--- src/rtl/partial_product_generator_if.sv ---
`default_nettype none
// ---------------------------------------------------------------------------
// | Module   : partial_product_generator_if                                  |
// | Purpose  : Operand input and packed-lane output valid/ready handshakes   |
// |            of the partial product generator.                             |
// | Revision : 1.0  initial release                                          |
// ---------------------------------------------------------------------------
interface partial_product_generator_if #(
   parameter int EXPONENT   = 2,
   parameter int DATA_WIDTH = 8
);
   localparam int c_N = 1 << EXPONENT;

   logic                      inValid;
   logic                      inReady;
   logic [DATA_WIDTH-1:0]     multiplicand;
   logic [c_N-1:0]            multiplier;
   logic                      outValid;
   logic                      outReady;
   logic [c_N*DATA_WIDTH-1:0] partialProducts;

   // Producer / consumer side
   modport master (
      output inValid, multiplicand, multiplier, outReady,
      input  inReady, outValid, partialProducts
   );

   // Generator side
   modport slave (
      input  inValid, multiplicand, multiplier, outReady,
      output inReady, outValid, partialProducts
   );
endinterface
`default_nettype wire

--- src/rtl/partial_product_generator.sv ---
`default_nettype none
// ---------------------------------------------------------------------------
// | Module   : partial_product_generator                                     |
// | Purpose  : Captures a multiplicand/multiplier pair and builds the        |
// |            2^EXPONENT shifted partial products one lane per cycle, then  |
// |            presents the packed vector to the adder tree.                 |
// | Options  : PPG_SKIP_ZERO_EN - visit only lanes whose multiplier bit is   |
// |            set (priority-encoded), shortening BUILD.                     |
// | Revision : 1.0  initial release                                          |
// ---------------------------------------------------------------------------
module partial_product_generator #(
   parameter int EXPONENT   = 2,
   parameter int DATA_WIDTH = 8
) (
   input  wire logic                    clock,
   input  wire logic                    reset,
   partial_product_generator_if.slave   bus
);
   localparam int                  c_N    = 1 << EXPONENT;
   localparam logic [EXPONENT-1:0] c_LAST = EXPONENT'(c_N - 1);

   typedef enum logic [1:0] {
      S_IDLE    = 2'd0,
      S_BUILD   = 2'd1,
      S_PRESENT = 2'd2
   } state_t;

   state_t                    r_state;
   state_t                    w_state_nxt;
   logic [DATA_WIDTH-1:0]     r_mcand;
   logic [c_N-1:0]            r_mplr;
   logic [EXPONENT-1:0]       r_cnt;
   logic [c_N*DATA_WIDTH-1:0] r_pp;

   logic                      w_accept;
   logic                      w_last;
   logic                      w_start_present;
   logic [EXPONENT-1:0]       w_start_idx;
   logic [EXPONENT-1:0]       w_next_idx;
   logic [DATA_WIDTH-1:0]     w_lane;

   assign w_accept = (r_state == S_IDLE) && bus.inValid;

   // Lane value for the lane currently addressed; the shift truncates to lane width
   assign w_lane = r_mplr[r_cnt] ? (r_mcand << r_cnt) : '0;

`ifdef PPG_SKIP_ZERO_EN
   logic [c_N-1:0] w_above;

   // Index of the lowest set bit; callers guard the all-zero case themselves
   function automatic logic [EXPONENT-1:0] f_lowest(input logic [c_N-1:0] mask);
      logic [EXPONENT-1:0] idx;
      idx = '0;
      for (int i = c_N - 1; i >= 0; i--) begin
         if (mask[i]) idx = EXPONENT'(i);
      end
      return idx;
   endfunction

   // Multiplier bits strictly above the lane being written are still to visit
   always_comb begin
      w_above = '0;
      for (int i = 0; i < c_N; i++) begin
         w_above[i] = r_mplr[i] && (EXPONENT'(i) > r_cnt);
      end
   end

   assign w_last          = ~|w_above;
   assign w_next_idx      = f_lowest(w_above);
   assign w_start_idx     = f_lowest(bus.multiplier);
   assign w_start_present = (bus.multiplier == '0);
`else
   assign w_last          = (r_cnt == c_LAST);
   assign w_next_idx      = r_cnt + 1'b1;
   assign w_start_idx     = '0;
   assign w_start_present = 1'b0;
`endif

   // State register
   always_ff @(posedge clock or posedge reset) begin
      if (reset) r_state <= S_IDLE;
      else       r_state <= w_state_nxt;
   end

   // Next-state decode
   always_comb begin
      w_state_nxt = r_state;
      case (r_state)
         S_IDLE:    if (bus.inValid) w_state_nxt = w_start_present ? S_PRESENT : S_BUILD;
         S_BUILD:   if (w_last)      w_state_nxt = S_PRESENT;
         S_PRESENT: if (bus.outReady) w_state_nxt = S_IDLE;
         default:   w_state_nxt = S_IDLE;
      endcase
   end

   // Operand capture, lane counter and packed lane register
   always_ff @(posedge clock or posedge reset) begin
      if (reset) begin
         r_mcand <= '0;
         r_mplr  <= '0;
         r_cnt   <= '0;
         r_pp    <= '0;
      end else if (w_accept) begin
         r_mcand <= bus.multiplicand;
         r_mplr  <= bus.multiplier;
         r_cnt   <= w_start_idx;
         r_pp    <= '0;
      end else if (r_state == S_BUILD) begin
         r_pp[r_cnt*DATA_WIDTH +: DATA_WIDTH] <= w_lane;
         r_cnt                                <= w_next_idx;
      end
   end

   // Handshake outputs come straight from the state register
   assign bus.inReady         = (r_state == S_IDLE);
   assign bus.outValid        = (r_state == S_PRESENT);
   assign bus.partialProducts = r_pp;

endmodule
`default_nettype wire

--- src/flat_wrapper.sv ---
// flat-port wrapper written by rule: the top's interface ports become plain ports
module partial_product_generator_flat 
#(
   parameter int EXPONENT   = 2,
   parameter int DATA_WIDTH = 8
)
  (clock, reset, bus_inValid, bus_multiplicand, bus_multiplier, bus_outReady, bus_inReady, bus_outValid, bus_partialProducts);
  partial_product_generator_if #(.EXPONENT(EXPONENT), .DATA_WIDTH(DATA_WIDTH)) bus_i ();
  input  wire logic clock;
  input  wire logic reset;
  input wire logic [$bits(bus_i.inValid)-1:0] bus_inValid;
  input wire logic [$bits(bus_i.multiplicand)-1:0] bus_multiplicand;
  input wire logic [$bits(bus_i.multiplier)-1:0] bus_multiplier;
  input wire logic [$bits(bus_i.outReady)-1:0] bus_outReady;
  output wire logic [$bits(bus_i.inReady)-1:0] bus_inReady;
  output wire logic [$bits(bus_i.outValid)-1:0] bus_outValid;
  output wire logic [$bits(bus_i.partialProducts)-1:0] bus_partialProducts;
  assign bus_i.inValid = bus_inValid;
  assign bus_i.multiplicand = bus_multiplicand;
  assign bus_i.multiplier = bus_multiplier;
  assign bus_i.outReady = bus_outReady;
  assign bus_inReady = bus_i.inReady;
  assign bus_outValid = bus_i.outValid;
  assign bus_partialProducts = bus_i.partialProducts;
  partial_product_generator #(.EXPONENT(EXPONENT), .DATA_WIDTH(DATA_WIDTH)) u_core (.clock(clock), .reset(reset), .bus(bus_i));
endmodule
--- config.mk ---
export PLATFORM = sky130hd
export DESIGN_NAME = partial_product_generator_flat
export DESIGN_NICKNAME = d
export VERILOG_FILES = /design/src/rtl/partial_product_generator_if.sv /design/src/rtl/partial_product_generator.sv /design/src/flat_wrapper.sv
export SDC_FILE = /design/constraint.sdc
export NUM_CORES = 1
export LEC_CHECK = 0
export BUFFER_PORTS_ARGS = -buffer_cell sky130_fd_sc_hd__buf_2
export CAP_MARGIN = 40
export CELL_PAD_IN_SITES_DETAIL_PLACEMENT = 1
export CELL_PAD_IN_SITES_GLOBAL_PLACEMENT = 1
export CORE_MARGIN = 2
export CORE_UTILIZATION = 27
export DETAILED_ROUTE_END_ITERATION = 10
export GPL_ROUTABILITY_DRIVEN = 0
export GPL_TIMING_DRIVEN = 0
export PLACE_DENSITY_LB_ADDON = 0.15
export REMOVE_ABC_BUFFERS = 1
export SETUP_SLACK_MARGIN = 0.15
export SLEW_MARGIN = 10
export SYNTH_ARGS = -nofsm -noshare
export SYNTH_HDL_FRONTEND = slang
export SYNTH_SLANG_ARGS = --single-unit
export TNS_END_PERCENT = 10
--- constraint.sdc ---
create_clock -name clock -period 2.5 [get_ports clock]
set_clock_uncertainty 0.15 [all_clocks]
set_input_delay 0.25 -clock clock [delete_from_list [all_inputs] [get_ports clock]]
set_output_delay 0.25 -clock clock [all_outputs]
set_load 0.05 [all_outputs]
; Yosys cells after proc, flatten, opt, wreduce, memory -nomap -nowiden
; Index checks and enable logic that the tools add are counted.
[totals]
register_bits = 48
inputBits = 16
out_inout_bits = 34
elab_cells = 33
[op_classes]
add_sub_neg = 2
n_lt_le_gt_ge = 1
eq_ne = 6
shifts = 3
mux = 12
reduce_logical = 4
[op_table]
columns = op, n
row1 = 32-bit 2-to-1 mux, 2
row2 = 5-bit negator with 34-bit output, 1
row3 = 8-bit by 34-bit variable shift with 32-bit output (first input constant), 1
row4 = 8-bit by 34-bit variable part select with 32-bit output, 1
row5 = 32-bit bitwise mux, 1
row6 = 2-bit 2-to-1 mux, 5
row7 = 8-bit 2-to-1 mux, 1
row8 = 8-bit by 2-bit left shift with 8-bit output, 1
row9 = 2-bit case mux with 3 select lines, 1
row10 = 2-bit equality test (second input constant), 2
row11 = 2-bit inequality test (second input constant), 2
row12 = 2-bit by 3-bit less-than comparator with 1-bit output (second input constant), 1
row13 = 3-bit AND reduction, 1
row14 = 2-bit by 1-bit adder with 2-bit output (second input constant), 1
row15 = 1-bit binary-select mux with 2-bit select, 1
row16 = 2-bit by 1-bit equality test with 1-bit output (second input constant), 1
row17 = 2-bit zero test, 1
row18 = 2-bit by 1-bit inequality test with 1-bit output (second input constant), 1
row19 = 2-bit nonzero test, 1
row20 = 1-bit logical AND, 1
row21 = 1-bit 2-to-1 mux, 1

; Logic depth before layout (Yosys ltp)
[depth]
depth_word = 7
mapped_depth = 8

; Least setup slack after synthesis
; OpenSTA, ideal clock, no wires.
[synth_path]
kind = reg2reg
start = register u_core.r_state[0]
end = register u_core.r_mcand[0]
setup_time_ns = 0.125
arrival_time_ns = 1.871
slack_ns = 0.354
stages_incl_launch_ff = 5
path_buffers = 1
synth_period_minus_slack_ns = 2.146
cell_sequence = dfrtp_1 > nor2_1 > and2_1 > buf_4 > mux2_2
[synth_via]
elab_chain_len = 2
[synth_lines]
columns = item, line_no
row1 = start: declaration, partial_product_generator.sv:28  ; state_t r_state;
row2 = start signal: assignment, partial_product_generator.sv:82  ; else r_state <= w_state_nxt;
row3 = 2-bit zero test, n/a
row4 = net bus_inReady, flat_wrapper.sv:15  ; output wire logic [$bits(bus_i.inReady)-1:0] bus_inReady;
row5 = 1-bit logical AND, partial_product_generator.sv:42  ; assign w_accept = (r_state == S_IDLE) && bus.inValid;
row6 = end signal: assignment, partial_product_generator.sv:104  ; r_mcand <= bus.multiplicand;
row7 = end: declaration, partial_product_generator.sv:30  ; logic [DATA_WIDTH-1:0] r_mcand;
; The timed path passes the listed nets, and every way through them passes these cells.
; A chain may end at the register's enable or synchronous reset.

; Final worst setup path
[layout_path]
start = register u_core.r_cnt[0]
end = register u_core.r_pp[18], in the netlist u_core.bus.partialProducts[18]
[layout_via]
elab_chain_len = 7
elab_cells_between_ends = 10
cone_classes = 1 x add/sub / 3 x shift / 6 x mux
[layout_lines]
columns = item, line_no
row1 = start: declaration, partial_product_generator.sv:32  ; logic [EXPONENT-1:0] r_cnt;
row2 = start signal: assignment, partial_product_generator.sv:106  ; r_cnt <= w_start_idx;
row3 = start signal: assignment, partial_product_generator.sv:110  ; r_cnt <= w_next_idx;
row4 = branches (longest 4 deep; another with 5-bit negator with 34-bit output), n/a
row5 = 32-bit bitwise mux *, partial_product_generator.sv:109  ; r_pp[r_cnt*DATA_WIDTH +: DATA_WIDTH] <= w_lane;
row6 = 32-bit 2-to-1 mux *, partial_product_generator.sv:108  ; end else if (r_state == S_BUILD) begin
row7 = 32-bit 2-to-1 mux *, partial_product_generator.sv:103  ; end else if (w_accept) begin
row8 = end signal: indexed assignment, partial_product_generator.sv:109
row9 = end: declaration, partial_product_generator.sv:33  ; logic [c_N*DATA_WIDTH-1:0] r_pp;
; Mark *: on every way between the ends. The select of a mux whose other input is x is not followed.

==> results.sh <==
export IMPL_status="complete, no violations"
export IMPL_grt_max_degree=30
export IMPL_ys_warn_count=0
export IMPL_clock_sinks=48
export IMPL_ys_ff_latch=48
export IMPL_path_clk_slew_ns=0.09
export IMPL_synth_top_area_cell="dfrtp_1"
export IMPL_synth_top_area_frac=0.534
export IMPL_finalMaxSlewViolations=0
export IMPL_ant_nets=0
export IMPL_setup_tns_ns=0
export IMPL_crit_fanout=16
export IMPL_cts_tree="built"
export IMPL_clk_latency_ns=0.30
export IMPL_hold_violations=0
export IMPL_synth_area_leaders="dfrtp_1 53%, mux2_2 8.0%, a22o_1 7.4%"
export IMPL_grt_pass1_vias=1608
export IMPL_maxCapViolations=0
export IMPL_postSynthAreaPerCell_um2=13.6
export IMPL_drc=0
export IMPL_worstMarginPinSlew_ns=0.627
export IMPL_wl_per_cell_um=16.7
export IMPL_fp_row_count=33
export IMPL_p_leak_nw=1.39
export IMPL_track_usage=0.128
export IMPL_period_minus_slack_ns=2.12
export IMPL_yosysUniqueCellTypes=35
export IMPL_critical_path_class="reg2reg"
export IMPL_antenna_found_initial=0
export IMPL_final_cell_mix="49 x buf_2, 46 x dfrtp_1, 19 x a22o_1"
export IMPL_first_iter_violations=92
export IMPL_viasPerCell=4.66
export IMPL_rsz0062_at_grt="false"
export IMPL_powerDensity_nw_per_um2=1410
export IMPL_root_buffer="clkbuf_8"
export IMPL_critPathRequiredTime_ns=2.55
export IMPL_worstPathArrival_ns=2.17
export IMPL_max_vdd_ir_drop_v=0.000361
export IMPL_fillers=877
export IMPL_drive_gt1_frac=0.405
export IMPL_critPathCaptureType="flop"
export IMPL_multiInputGateArea_um2=957
export IMPL_routed_wl_mm=5.43
export IMPL_worstHoldPathType="in2reg"
export IMPL_cts_buffers=5
export IMPL_relSlewSlack=0.582
export IMPL_start_util=0.276
export IMPL_ios=50
export IMPL_hpwl_mm=3.93
export IMPL_dp_cells=314
export IMPL_ff_latch_area_um2=1200
export IMPL_vias=1513
export IMPL_die_y_um=95.3
export IMPL_fin_cells=325
export IMPL_fp_dieW_um=95.3
export IMPL_nets=240
export IMPL_worst_setup_path_start_kind="flop"
export IMPL_grt_pass1_wl_mm=8.74
export IMPL_diodes=0
export IMPL_syn_to_final_growth_pct=22.6
export IMPL_r2r_cells=6
export IMPL_synth_cells=165
export IMPL_dieArea_um2=9070
export IMPL_max_freq_mhz=471
export IMPL_period_share=0.848
export IMPL_grt_overflow=0
export IMPL_final_common_cell="buf_2"
export IMPL_cts_buffer_depth=2
export IMPL_setup_viol=0
export IMPL_syn_area_um2=2250
export IMPL_htreeDepth=2
export IMPL_coreArea_um2=8130
export IMPL_portBuffers=49
export IMPL_seq_area_frac_synth=0.534
export IMPL_hold_path_cell_count=2
export IMPL_first_pass_iters=4
==> where the power goes <==
group / switching, mW / internal, mW
combinational: 1.23 / 0.740
sequential: 0.274 / 1.03
clock: 0.267 / 0.353
total: 1.77 / 2.12
==> worst max-delay path, cell delays in order, from the launching register on <==
cell,delay (ns)
dfrtp_2,0.48
buf_16,0.18
inv_1,0.07
ha_1,0.36
and4bb_2,0.25
and4bb_1,0.28
a22o_1,0.22
==> per-layer routing <==
| metal | global-route usage | part of all wire | vias to the layer above |
|---|---|---|---|
| met1 | 0.182 | 0.50 | 746 |
| met3 | 0.0300 | 0.047 | 4 |
| li1 | - | - | 725 |
| met4 | 0.0326 | 0.010 | 0 |
| met2 | 0.197 | 0.44 | 38 |
| met5 | 0 | 0 | - |
==> metrics by stage <==
stage | setup slack, ns | hold slack, ns | util | power (mW) | instance area (µm²)
2_1_floorplan | 0.196 | 0.208 | - | 2.71 | 2170
3_3_place_gp | -0.163 | 0.297 | 0.314 | 3.23 | 2550
3_5_place_dp | 0.0719 | 0.149 | 0.319 | 3.29 | 2600
4_1_cts | 0.244 | 0.0102 | 0.339 | 3.94 | 2750
5_1_grt | 0.215 | 0.00532 | 0.339 | 4.17 | 2760
6_report | 0.379 | 0.0217 | 0.339 | 3.89 | 2760
==> final cells by class <==
class,count,area share
well taps,105,0.0476
flip-flops and latches,48,0.436
repair buffers,54,0.116
inverters,5,0.00681
clock buffers,7,0.0349
clock inverters,1,0.0109
multi-input cells,105,0.347
==> worst paths after layout <==
path | startpoint | endpoint | slack [ns]
worst max-delay path | u_core.r_cnt[0] | u_core.bus.partialProducts[18] | 0.38
worst min-delay path | bus_multiplier[2] | u_core.r_mplr[2] | 0.02
worst max register to register | u_core.r_cnt[0] | u_core.bus.partialProducts[18] | 0.38
worst min register to register | u_core.bus.partialProducts[24] | u_core.bus.partialProducts[24] | 0.34
max in group asynchronous | reset | u_core.r_cnt[1] | 1.33
min in group asynchronous | reset | u_core.bus.partialProducts[11] | 0.34
==> cell families (layout without fill, tap and decap cells) <==
family	count (synthesis)	count (layout)	share of synthesized area
simple gates	29	29	0.0924
flops	48	48	0.534
compound gates	42	42	0.155
mux	29	29	0.149
buf+inv	12	67	0.0412
fa+ha+maj	5	5	0.0278
==> sequential cells by signal, indices dropped and copies added (netlist names) <==
| register | count |
|---|---|
| u_core.bus.partialProducts | 32 |
| u_core.r_mcand | 8 |
| u_core.r_mplr | 4 |
| u_core.r_cnt | 2 |
| u_core.r_state | 2 |
==> synthesized netlist by cell type <==
| master | number |
|---|---|
| dfrtp_1 | 48 |
| a22o_1 | 19 |
| mux2_2 | 16 |
| o2bb2ai_1 | 12 |
| mux2i_1 | 11 |
| nand2_1 | 6 |
| ha_1 | 5 |
| a21o_1 | 4 |
| buf_6 | 4 |
| inv_1 | 4 |
| and2_1 | 3 |
| nor2_1 | 3 |
| a21oi_1 | 2 |
| and3_1 | 2 |
| buf_4 | 2 |
| mux4_2 | 2 |
| nand3b_1 | 2 |
| nand4_2 | 2 |
| nor3_1 | 2 |
| a32o_1 | 1 |
| and2b_1 | 1 |
| and3b_2 | 1 |
| and4bb_1 | 1 |
| and4bb_2 | 1 |
| clkbuf_8 | 1 |
| inv_2 | 1 |
| nand2b_1 | 1 |
| nand3_1 | 1 |
| nor2b_1 | 1 |
| nor4b_4 | 1 |
| o21ai_0 | 1 |
| o21bai_1 | 1 |
| o22a_1 | 1 |
| o22ai_1 | 1 |
| or2b_2 | 1 |
==> timing repair <==
action | CTS | global route
hold endpoints to repair | 20 | 0
hold buffers | 2 | 0
resized for setup | 1 | 2
setup endpoints to repair | 7 | 13
setup buffers | 1 | 0
pin swaps | 0 | 0
Power figures use the tool's default switching activity.
